`src/rtl/adder4_pkg.sv`:
```
// Shared constants and types for the registered 4-bit add/subtract unit.
package adder4_pkg;

  localparam int WIDTH = 4;

  localparam logic OP_ADD = 1'b0;
  localparam logic OP_SUB = 1'b1;

  typedef struct packed {
    logic [WIDTH-1:0] s;
    logic             cout;
    logic             ovf;
  } sum_t;

endpackage

```
`src/rtl/adder4_fa.sv`:
```
// One-bit full adder cell used to build the ripple carry chain.
// Latency: combinational. Backpressure: none.
module adder4_fa (
  input  logic a,
  input  logic b,
  input  logic ci,
  output logic s,
  output logic co
);

  assign s  = a ^ b ^ ci;
  assign co = (a & b) | (ci & (a ^ b));

endmodule

```
`src/rtl/adder4.sv`:
```
// Registered add/subtract with carry, overflow, zero and sign flags.
// Latency: 1 cycle from in_valid to out_valid. Backpressure: none, one result per cycle.
module adder4
  import adder4_pkg::*;
#(
  parameter int W = WIDTH
) (
  input  logic         clk,
  input  logic         rst_n,
  input  logic         in_valid,
  input  logic [W-1:0] a,
  input  logic [W-1:0] b,
  input  logic         cin,
  input  logic         sub,
  output logic [W-1:0] s,
  output logic         cout,
  output logic         ovf,
  output logic         zf,
  output logic         sf,
  output logic         out_valid
);

  logic [W-1:0] bx;
  logic [W:0]   c;
  logic [W-1:0] sum;

  // Subtraction is a + ~b + 1, so cin becomes a borrow by flipping it.
  assign bx   = (sub == OP_SUB) ? ~b : b;
  assign c[0] = cin ^ (sub == OP_SUB);

  for (genvar i = 0; i < W; i++) begin : g_fa
    adder4_fa u_fa (
      .a  (a[i]),
      .b  (bx[i]),
      .ci (c[i]),
      .s  (sum[i]),
      .co (c[i+1])
    );
  end

  logic [W-1:0] s_d, s_q;
  logic         cout_d, cout_q;
  logic         ovf_d, ovf_q;
  logic         zf_d, zf_q;
  logic         out_valid_d, out_valid_q;

  always_comb begin
    s_d         = s_q;
    cout_d      = cout_q;
    ovf_d       = ovf_q;
    zf_d        = zf_q;
    out_valid_d = in_valid;
    if (in_valid) begin
      s_d    = sum;
      cout_d = c[W];
      ovf_d  = c[W-1] ^ c[W];
      zf_d   = (sum == '0);
    end
  end

  always_ff @(posedge clk or negedge rst_n) begin
    if (!rst_n) begin
      s_q         <= '0;
      cout_q      <= 1'b0;
      ovf_q       <= 1'b0;
      zf_q        <= 1'b1;
      out_valid_q <= 1'b0;
    end else begin
      s_q         <= s_d;
      cout_q      <= cout_d;
      ovf_q       <= ovf_d;
      zf_q        <= zf_d;
      out_valid_q <= out_valid_d;
    end
  end

  assign s         = s_q;
  assign cout      = cout_q;
  assign ovf       = ovf_q;
  assign zf        = zf_q;
  assign sf        = s_q[W-1];
  assign out_valid = out_valid_q;

endmodule

```
`config.mk`:
```
export PLATFORM = sky130hd
export DESIGN_NAME = adder4
export DESIGN_NICKNAME = d
export VERILOG_FILES = /design/src/rtl/adder4_pkg.sv /design/src/rtl/adder4_fa.sv /design/src/rtl/adder4.sv
export SDC_FILE = /design/constraint.sdc
export NUM_CORES = 1
export LEC_CHECK = 0
export CAP_MARGIN = 20
export CORE_AREA = 2 2 39 41
export CTS_CLUSTER_DIAMETER = 50
export DETAILED_ROUTE_END_ITERATION = 12
export DIE_AREA = 0 0 41 43
export HOLD_SLACK_MARGIN = 0.08
export PLACE_DENSITY = 0.71
export SYNTH_ARGS = -nofsm -noshare
export SYNTH_HDL_FRONTEND = slang
export SYNTH_SLANG_ARGS = --single-unit
```
`constraint.sdc`:
```
create_clock -name clk -period 1.45 [get_ports clk]
set_input_delay 0.29 -clock clk [delete_from_list [all_inputs] [get_ports clk]]
set_output_delay 0.29 -clock clk [all_outputs]
set_load 0.01 [all_outputs]
```
==> metrics.cfg, run 1 <==
[grt]
overflow = 0
grt_max_degree = 10
grt_antenna_before_repair = 0
grt_pass1_wl_um = 1317
grt_use_total_pct = 12.37
grt_pass1_vias = 330

[cells_and_area]
drive_gt1_share_pct = 40.63
fill_cells = 116
diodes = 0
multi_input_area_um2 = 284.0
finalNonFillerCells = 80
area_growth_pct = 74.41
nets = 82
utilization_pct = 60.40
area.sequential_um2 = 201.4

[yosys]
ys_warn_count = 0
synth_area_per_cell_um2 = 13.31
syn_nets = 53
yosys_register_bits = 8
synth_area_um2 = 479.2
synth_cells = 36
ys_seq_area_share_pct = 42.04
synth_cell_type_count = 14

[timing]
finalCritPeriodShare_pct = 155.3
slew_viol_final = 0
slew_headroom_pct = 77.11
fin_setup_tns_ns = -2.913
rsz0062_at_grt = yes
min_period_ns = 2.252
timing.hold.ws_ns = 0.2979
setup_viol = 5
max_freq_mhz = 444.1
setup_ws_ns = -0.8018
worst_slew_pin_slew_ns = 0.3423
final-hold-violation-count = 0
skew_ns = 0

[floorplanning]
initial_core_util_pct = 34.63
core_area_um2 = 1384
row_count = 14
die_w_um = 41
die-area_um2 = 1763
io_pins = 22
die_h_um = 43

[drt]
avgViaCountPerCell = 4.488
drc_errors = 0
wire_per_inst_um = 9.888
drtAntennaViolNets = 0
wirelength_um = 791
vias = 359
drtIter0Drc = 3
first_pass_iters = 2

[cts]
clk_path_buf_depth = 2
clkTransAtPathRegs_ns = 0.06
cts_tree = built
numCtsBuffers = 3
clock_sinks = 8
htree_levels = 1
cts_root_buffer = clkbuf_4
clk-insertion-delay-late_ns = 0.26

[outcome]
violations = setup timing
outcome = finished, violations left

[run]
cap_violations = 0

[placement]
port_buffers = 21
place.gp.congestion = 0.6372
hpwl_um = 623.7
dp.cells = 74

[setup_path]
critPathRequiredTime_ns = 1.65
cp-end-kind = register
critical_path_class = in -> reg
critPathLaunchType = input pin
reg2reg_depth = 1
cp_max_fo = 2
cp.arrival_ns = 2.45

[pwr]
peakVddDrop_mv = 0.4798
p_leak_nw = 0.4280
p_per_area_nw_per_um2 = 1062
p_total_mw = 0.8874

[worst_hold_path]
hold_class = in -> async

registers in the layout (all words and copies together), names as in the netlist:
register,count
s,4
zf,1
ovf,1
cout,1
out_valid,1
report_power, final:
part | switching (mW) | leakage (nW) | internal, mW
Combinational | 0.144 | 0.322 | 0.249
Clock | 0.0799 | 0.0150 | 0.106
Sequential | 0.0267 | 0.0914 | 0.281
cell usage after synthesis, drive strengths merged:
cell type  count  area share, %
fa             4             17
xor2           1            1.8
mux2           4             13
nor2           1           0.78
buf            3            5.0
mux2i          2            4.2
a21oi          1            1.0
inv            6            4.7
dfstp          1            5.5
and4b          1            2.1
xnor2          5            9.1
dfrtp          7             37
per-layer routing:
layer | global-route usage (%) | share of wire [%]
met1 | 14.33 | 36
met2 | 15.31 | 48
met3 | 3.141 | 8.7
met4 | 16.00 | 6.4
met5 | 0 | 0
cell type report:
| class | count | area share (%) |
|---|---|---|
| Multi-Input combinational cell | 19 | 33.98 |
| Inverter | 6 | 2.695 |
| Timing Repair Buffer | 27 | 33.68 |
| Clock buffer | 4 | 3.144 |
| Sequential cell | 8 | 24.10 |
| Tap cell | 16 | 2.395 |
stage by stage:
stage	area (µm²)	worst slack (ns)
6_report	835.8	-0.8018
5_1_grt	835.8	-0.8587
4_1_cts	809.5	-0.9361
3_5_place_dp	742.0	-1.589
3_3_place_gp	742.0	-1.554
2_1_floorplan	520.5	-1.030
worst max-delay path: stages:
cell	delay, ns
buf_8	0.10
xnor2_4	0.13
fa_2	0.36
fa_2	0.35
fa_2	0.36
inv_2	0.06
fa_1	0.41
and4b_1	0.26
mux2_4	0.13
worst paths after layout:
kind                         to  slack (ns)  start
max                          zf       -0.80   b[0]
min                        s[2]        0.30  rst_n
max reg2reg                s[3]        0.68   s[3]
min reg2reg                 ovf        0.51    ovf
max in group asynchronous    zf        0.85  rst_n
min in group clk           s[0]        0.49   a[0]
logic make-up (layout without fill, tap and decap cells):
logic type,count (synthesis),in the layout,synth area share (%)
xor gates and xnor gates,6,6,10.97
DFF,8,8,42.04
buffers and inverters,9,37,9.660
and+or+nand+nor,2,2,2.871
muxes,6,6,16.71
adders and majority gates,4,4,16.71
AOI/OAI and AO/OA,1,1,1.043
cells in the final DEF (no fill, tap or decap):
master           netlist  routed
clkdlybuf4s50_1        0       8
dfrtp_1                7       7
dlymetal6s2s_1         0       5
buf_4                  1       5
inv_1                  6       4
mux2_4                 4       4
dlygate4sd2_1          0       4
fa_2                   0       3
clkbuf_4               0       3
inv_2                  0       2
xnor2_4                0       2
xnor2_1                5       2
mux2i_1                2       2
buf_8                  0       2
xor2_1                 1       1
and4b_1                1       1
nor2_1                 1       1
a21oi_1                1       1
xnor2_2                0       1
fa_1                   4       1
clkbuf_1               0       1
clkbuf_2               0       1
buf_12                 0       1
buf_6                  1       1
dfstp_2                1       1
what timing repair did:
item                       4_1_cts  5_1_grt
resized for setup               29       11
pin swaps                        5        5
buffers inserted                 1        1
setup endpoints to repair       11       10
gates cloned                     0        0
hold buffers                     0        0
No activity file was read; power rests on OpenSTA's default activity.
==> run 2, diff against run 1 <==
Settings changed: SLEW_MARGIN set to 20.
==> results of run 2 <==
The final DEF is identical to that of run 1; final timing and power are the same.
